**config.mk**
```make
export PLATFORM = sky130hd
export DESIGN_NAME = bus_router_rr
export DESIGN_NICKNAME = d
export VERILOG_FILES = /design/src/rtl/bus_router_rr.sv
export SDC_FILE = /design/constraint.sdc
export NUM_CORES = 1
export LEC_CHECK = 0
export CAP_MARGIN = 5
export CELL_PAD_IN_SITES_DETAIL_PLACEMENT = 2
export CELL_PAD_IN_SITES_GLOBAL_PLACEMENT = 2
export CORE_MARGIN = 4
export CORE_UTILIZATION = 22
export CTS_BUF_LIST = sky130_fd_sc_hd__clkbuf_4 sky130_fd_sc_hd__clkbuf_8
export DETAILED_ROUTE_END_ITERATION = 8
export PLACE_DENSITY = 0.87
export SKIP_CTS_REPAIR_TIMING = 1
export SYNTH_ARGS = -nofsm -noshare
export SYNTH_HDL_FRONTEND = slang
export SYNTH_SLANG_ARGS = --single-unit
```
**constraint.sdc**
```tcl
create_clock -name clk -period 3.3 [get_ports clk]
set_input_delay 0.825 -clock clk [delete_from_list [all_inputs] [get_ports clk]]
set_output_delay 0.825 -clock clk [all_outputs]
set_load 0.05 [all_outputs]
```
**src/rtl/bus_router_rr.sv**
```systemverilog
// Shared-bus router: round-robin arbitration among N source FIFOs, one packet
// per three cycles, with unicast/broadcast delivery and saturating statistics.
module bus_router_rr #(
   parameter int                 WIDTH     = 16,
   parameter int                 DEVICES   = 4,
   parameter int                 ID_BITS   = 8,
   parameter logic [ID_BITS-1:0] BROADCAST = 8'hFF,
   parameter int                 CNT_W     = 16
) (
   input  logic                     clk,
   input  logic                     reset,
   input  logic [DEVICES-1:0]       pndng,
   input  logic [DEVICES*WIDTH-1:0] D_pop,
   output logic [DEVICES-1:0]       pop,
   output logic [DEVICES-1:0]       push,
   output logic [DEVICES*WIDTH-1:0] D_push,
   output logic                     busy,
   output logic [CNT_W-1:0]         pkt_cnt,
   output logic [CNT_W-1:0]         drop_cnt
);

   localparam int GW = $clog2(DEVICES);

   typedef enum logic [1:0] {IDLE, POP, ROUTE} state_t;

   state_t             state, state_nxt;
   logic [GW-1:0]      grant, last_grant, grant_nxt, cand;
   logic [WIDTH-1:0]   data_q;
   logic [WIDTH-1:0]   src [DEVICES];
   logic [ID_BITS-1:0] dest;
   logic               found, deliver, drop;

   always_comb begin
      for (int unsigned i = 0; i < DEVICES; i++) begin
         src[i] = D_pop[i*WIDTH +: WIDTH];
      end
   end

   // First pending device after last_grant, wrapping; the oldest loser wins.
   always_comb begin
      found     = 1'b0;
      grant_nxt = last_grant;
      cand      = '0;
      for (int unsigned k = 1; k <= DEVICES; k++) begin
         cand = GW'((32'(last_grant) + k) % DEVICES);
         if (!found && pndng[cand]) begin
            found     = 1'b1;
            grant_nxt = cand;
         end
      end
   end

   assign dest = data_q[WIDTH-1 -: ID_BITS];

   always_comb begin
      state_nxt = state;
      pop       = '0;
      push      = '0;
      deliver   = 1'b0;
      drop      = 1'b0;
      case (state)
         IDLE: begin
            if (found) state_nxt = POP;
         end
         POP: begin
            pop[grant] = 1'b1;
            state_nxt  = ROUTE;
         end
         ROUTE: begin
            state_nxt = IDLE;
            if (dest == BROADCAST) begin
               deliver = 1'b1;
               for (int unsigned i = 0; i < DEVICES; i++) begin
                  push[i] = (GW'(i) != grant);
               end
            end else if (32'(dest) < 32'(DEVICES) && GW'(dest) != grant) begin
               deliver           = 1'b1;
               push[GW'(dest)]   = 1'b1;
            end else begin
               drop = 1'b1;
            end
         end
         default: state_nxt = IDLE;
      endcase
   end

   always_ff @(posedge clk) begin
      if (reset) begin
         state      <= IDLE;
         grant      <= '0;
         last_grant <= GW'(DEVICES - 1);
         data_q     <= '0;
         pkt_cnt    <= '0;
         drop_cnt   <= '0;
      end else begin
         state <= state_nxt;
         if (state == IDLE && found) grant <= grant_nxt;
         if (state == POP) begin
            data_q     <= src[grant];
            last_grant <= grant;
         end
         if (deliver && pkt_cnt != '1)  pkt_cnt  <= pkt_cnt + CNT_W'(1);
         if (drop && drop_cnt != '1)    drop_cnt <= drop_cnt + CNT_W'(1);
      end
   end

   // data_q only changes at the end of POP, so it already holds the last routed word.
   assign D_push = {DEVICES{data_q}};
   assign busy   = (state != IDLE);

endmodule

```
* Yosys cells after proc, flatten, opt, wreduce, memory -nomap -nowiden *
Cells that the tools add are included.

storage, ports and cells
  register bits = 54
  latch bits = 0
  RAM bits = 0
  bits in read-only memories = 0
  output and inout port bits = 105
  word-level logic and storage cells = 83
  memories = 0

cells by class
  add/sub/neg operators = 6
  $mul = 0
  div/mod/pow operators = 0
  order comparisons = 10
  equal/unequal tests = 10
  shifts and indexed selects = 0
  mux-type cells = 35
  bitwise logic cells = 1
  reductions and logical operators = 15

operators with widths
  kind                                                                                  count
  16-bit by 1-bit adder with 16-bit output (second input constant)                      2
  16-bit binary-select mux with 2-bit select                                            1
  16-bit 2-to-1 mux                                                                     2
  16-bit inequality test (second input constant)                                        2
  2-bit by 3-bit less-than comparator with 1-bit output (second input constant)         6
  1-bit 2-to-1 mux                                                                      16
  4-bit 2-to-1 mux                                                                      4
  2-bit 2-to-1 mux                                                                      5
  1-bit logical AND                                                                     9
  1-bit binary-select mux with 2-bit select                                             4
  8-bit equality test (second input constant)                                           1
  8-bit by 3-bit less-than comparator with 1-bit output (second input constant)         1
  2-bit by 1-bit adder with 2-bit output (second input constant)                        2
  2-bit adder (second input constant)                                                   2
  1-bit demux with 2-bit select                                                         2
  2-bit by 1-bit greater-or-equal comparator with 1-bit output (second input constant)  2
  2-bit inequality test (first input constant)                                          2
  2-bit case mux with 2 select lines                                                    1
  2-bit nonzero test                                                                    2
  3-bit greater-or-equal comparator (second input constant)                             1
  1-bit logical NOT                                                                     3
  2-bit NOT with 3-bit output                                                           1
  2-bit by 1-bit equality test with 1-bit output (second input constant)                1
  2-bit equality test (second input constant)                                           1
  other kinds (4)                                                                       4

* Longest topological paths before layout *
Gate-level depths: netlist of run 1.

  word-level depth = 15
  mapped depth = 9
  mapped depth without buffers = 6

* Least setup slack after synthesis of run 1 *
No wires, ideal clock.

  path kind = reg-to-output
  from = reg data_q[9]
  to = out push[3]
  arrival time = 3.352 ns
  data required time = 2.475 ns
  slack = -0.877 ns
  cell stages (with the launch flop) = 9
  buffers on the path = 4
  cells stage by stage = dfxtp_1 > buf_2 > nand4_1 > or2_2 > clkbuf_1 > a21o_4 > buf_6 > clkbuf_1 > a311oi_1

between the ends
  word-level cells in the longest chain between the ends = 7
  elaborated cells on any way between the ends = 12

ends and longest elaborated chain
  what                                                                                                                                                                line  RTL
  start, declared                                                                                                                                                     28    logic [WIDTH-1:0] data_q;
  start signal, assigned                                                                                                                                              99    data_q <= src[grant];
  2-bit by 3-bit less-than comparator with 1-bit output (implied by the code) / 2-bit by 1-bit greater-or-equal comparator with 1-bit output (equally long branches)  78    push[GW'(dest)] = 1'b1;
  1-bit logical AND (implied by the code)                                                                                                                             78
  1-bit 2-to-1 mux (implied by the code)                                                                                                                              78
  1-bit demux with 2-bit select                                                                                                                                       78
  4-bit 2-to-1 mux                                                                                                                                                    76    end else if (32'(dest) < 32'(DEVICES) && GW'(dest) != grant) begin
  4-bit 2-to-1 mux *                                                                                                                                                  71    if (dest == BROADCAST) begin
  4-bit 2-to-1 mux *                                                                                                                                                  61    case (state)
  end, declared                                                                                                                                                       15    output logic [DEVICES-1:0] push,

Every way passes the cells marked *; elsewhere a longest branch is shown, timed or not.

* Worst setup path after layout of run 1 *
  from = reg data_q[10]
  to = out push[3]

between the ends
  word-level cells in the longest chain between the ends = 5
  elaborated cells on any way between the ends = 6

ends and longest elaborated chain
  what                                                   line
  8-bit by 3-bit less-than comparator with 1-bit output  76
  1-bit logical AND                                      76
  4-bit 2-to-1 mux                                       76
  4-bit 2-to-1 mux *                                     71
  4-bit 2-to-1 mux *                                     61

Marked as above.

==> results_dict.tcl, run 1 <==
set metrics [dict create \
    outcome "finished clean" \
    die_h_um 132 \
    worstSetupPathType "reg -> out" \
    seq_area_frac_synth 0.318 \
    clkPwrFrac 0.269 \
    netlist_area_um2 3400 \
    initial_core_util 0.224 \
    drtIter0Drc 126 \
    hold_path_class "reg -> reg" \
    die_area_um2 17500 \
    postRouteAntennaNets 0 \
    nNetsFinal 598 \
    vias 3613 \
    period_needed_ns 3.25 \
    clk_pin_slew_ns 0.11 \
    rows 45 \
    syn_area_per_cell_um2 8.42 \
    max-slew-margin-rel 0.521 \
    wl_met2_um 7410 \
    ys_types 51 \
    synth_top_flop_cell "dfxtp_1" \
    pin_count 175 \
    seq_power_share 0.353 \
    syn_nets 476 \
    dp.cells 702 \
    drc_errors 0 \
    tightest_slew_ns 0.709 \
    cts_tree "built" \
    grt_usage 0.155 \
    powerDensity_nw_per_um2 389 \
    startpoint_type "flip-flop" \
    min_period_over_period 0.984 \
    htree_levels 2 \
    grt_pass1_vias 3839 \
    grt_remaining_overflow 0 \
    path_max_fanout 7 \
    synth_edf_count 0 \
    synth_area_leaders "dfxtp_1, buf_4, mux4_2" \
    cts_made_buffers 5 \
    arrival_ns 2.42 \
    dpl-instance-area_um2 5070 \
    nFillCells 1672 \
    synth_seq_cells 54 \
    combPwrFrac 0.378 \
    ys_async_sr_fraction 0 \
    wl_met1_um 5880 \
    multi_input_area_um2 1850 \
    io_buffers 174 \
    p_leak_nw 1.66 \
    ys_warn_count 0 \
    endpoint_kind "primary output" \
    routed-wl-met3_um 938 \
    routed_wl_um 14300 \
    via_per_inst 5.05 \
    die_x_um 132 \
    slew_violations 0 \
    syn_inst 404 \
    synthToLayoutAreaGrowth_pct 54.3 \
    ir_drop_mv 0.170 \
    stdcell_area_um2 5250 \
    netlist.area_leader.share 0.318 \
    mostFrequentLayoutCell "clkdlybuf4s50_1" \
    clk_latency_ns 0.32 \
    gp_congestion 0.745 \
    drt-pass1-iter-count 4 \
    grt_max_degree 30 \
    cts_root_buf "clkbuf_8" \
    p_total_mw 2.04 \
    antenna_found_initial 0 \
    p_switching_mw 0.749 \
    switching_share 0.367 \
    setup_viol 0 \
    drive_above_1_share 0.116 \
    cp_data_required_time_ns 2.47 \
    hold_viol 0 \
    highest_layer "met4" \
    fp.coreArea_um2 15200 \
    grt_pass1_wl_um 22300 \
    max_cap_viol_count 0 \
    fmax_mhz 308 \
    diodes 0 \
    instances_no_fill 715 \
    most-common-layout-cells "clkdlybuf4s50_1, nand2_1, dfxtp_1, a21oi_1" \
    cts_sinks 54 \
    place_hpwl_um 10800 \
    clockBufferDepth 2 \
    skew_ns 0.0126 \
    p_int_mw 1.29 \
    yosysTopAreaCell "dfxtp_1" \
    ff_latch_area_um2 1090 \
    routedWlPerCell_um 20.0 \
]
final cells by class:
cell class | instances | share of cell area
timing repair buffer | 187 | 0.362
multi-input combinational | 267 | 0.352
sequential | 54 | 0.207
tap | 188 | 0.0448
clock buffer | 5 | 0.0131
clock inverter | 3 | 0.0131
inverter | 11 | 0.00786
flip-flops by register name, summed over array words and instances, names as in the netlist:
signal	cells
state	2
drop_cnt	16
last_grant	2
data_q	16
pkt_cnt	16
grant	2
worst paths after layout:
path / from / end / slack (ns) / depth (start not counted)
max: data_q[10]$_SDFFE_PP0P_ / push[3] / 0.05 / 5
min: drop_cnt[5]$_SDFFE_PP0P_ / drop_cnt[5]$_SDFFE_PP0P_ / 0.52 / 2
max reg2reg: data_q[10]$_SDFFE_PP0P_ / pkt_cnt[5]$_SDFFE_PP0P_ / 0.61 / 6
min reg2reg: drop_cnt[5]$_SDFFE_PP0P_ / drop_cnt[5]$_SDFFE_PP0P_ / 0.52 / 2
metal layers:
layer,track usage,vias up
li1,-,1680
met1,0.183,1801
met2,0.288,125
met3,0.0401,7
met4,0.0191,0
met5,0,-
cells in the mapped netlist, types with 4 or more instances:
library cell,instances
inv_1,11
xnor2_1,4
nor2b_1,6
nor4_1,4
nand4_1,8
dfxtp_1,54
mux4_2,16
o41ai_1,4
buf_4,48
nand3_1,16
or3_1,7
o21ai_0,12
nand2_1,50
clkbuf_1,18
nand3b_1,4
o31ai_1,13
nor3_1,11
or4_1,13
nor2_1,15
nand2b_1,4
a21oi_1,44
critical path, cell delays in order, from the launching register on:
cell      delay [ns]
dfxtp_4         0.38
or4_4           0.54
a2111o_4        0.49
a21o_4          0.25
a311oi_4        0.27
buf_12          0.18
per-stage QoR:
| stage | utilization | worst slack [ns] | setup TNS, ns | hold WS, ns |
|---|---|---|---|---|
| 2_1_floorplan | - | -0.248 | -0.248 | 0.508 |
| 3_3_place_gp | 0.333 | 0.324 | 0 | 0.490 |
| 3_5_place_dp | 0.333 | 0.288 | 0 | 0.504 |
| 4_1_cts | 0.343 | -0.0861 | -0.0861 | 0.523 |
| 6_report | 0.346 | 0.0530 | 0 | 0.516 |
| 5_1_grt | 0.346 | -0.00957 | -0.0109 | 0.557 |
kinds of logic after synthesis:
kind of cell / count (synthesis) / synth area share
buffers and inverters: 84 / 0.149
adder cells (fa/ha/maj): 2 / 0.00735
AND/OR/NAND/NOR: 149 / 0.228
XOR/XNOR: 4 / 0.0103
AO/OA/AOI/OAI: 93 / 0.176
flip-flops: 54 / 0.318
multiplexers: 18 / 0.113
power by group through the flow:
stage / Clock [mW] / Sequential [mW] / Combinational (mW)
floorplan: 0 / 0.786 / 0.472
global placement: 0 / 0.733 / 0.750
detailed placement: 0 / 0.738 / 0.761
CTS: 0.574 / 0.723 / 0.763
global route: 0.597 / 0.731 / 0.807
finish: 0.549 / 0.722 / 0.772
Note: power is estimated with default switching activity, not from simulation.
==> inputs of run 2 (changes only) <==
- SKIP_LAST_GASP: default -> 1
==> results of run 2 <==
The final DEF is identical to that of run 1; final timing and power are the same.
==> inputs of run 3 (changes only) <==
- HOLD_SLACK_MARGIN: default -> 0.05
==> results of run 3 <==
The final DEF is identical to that of run 1; final timing and power are the same.
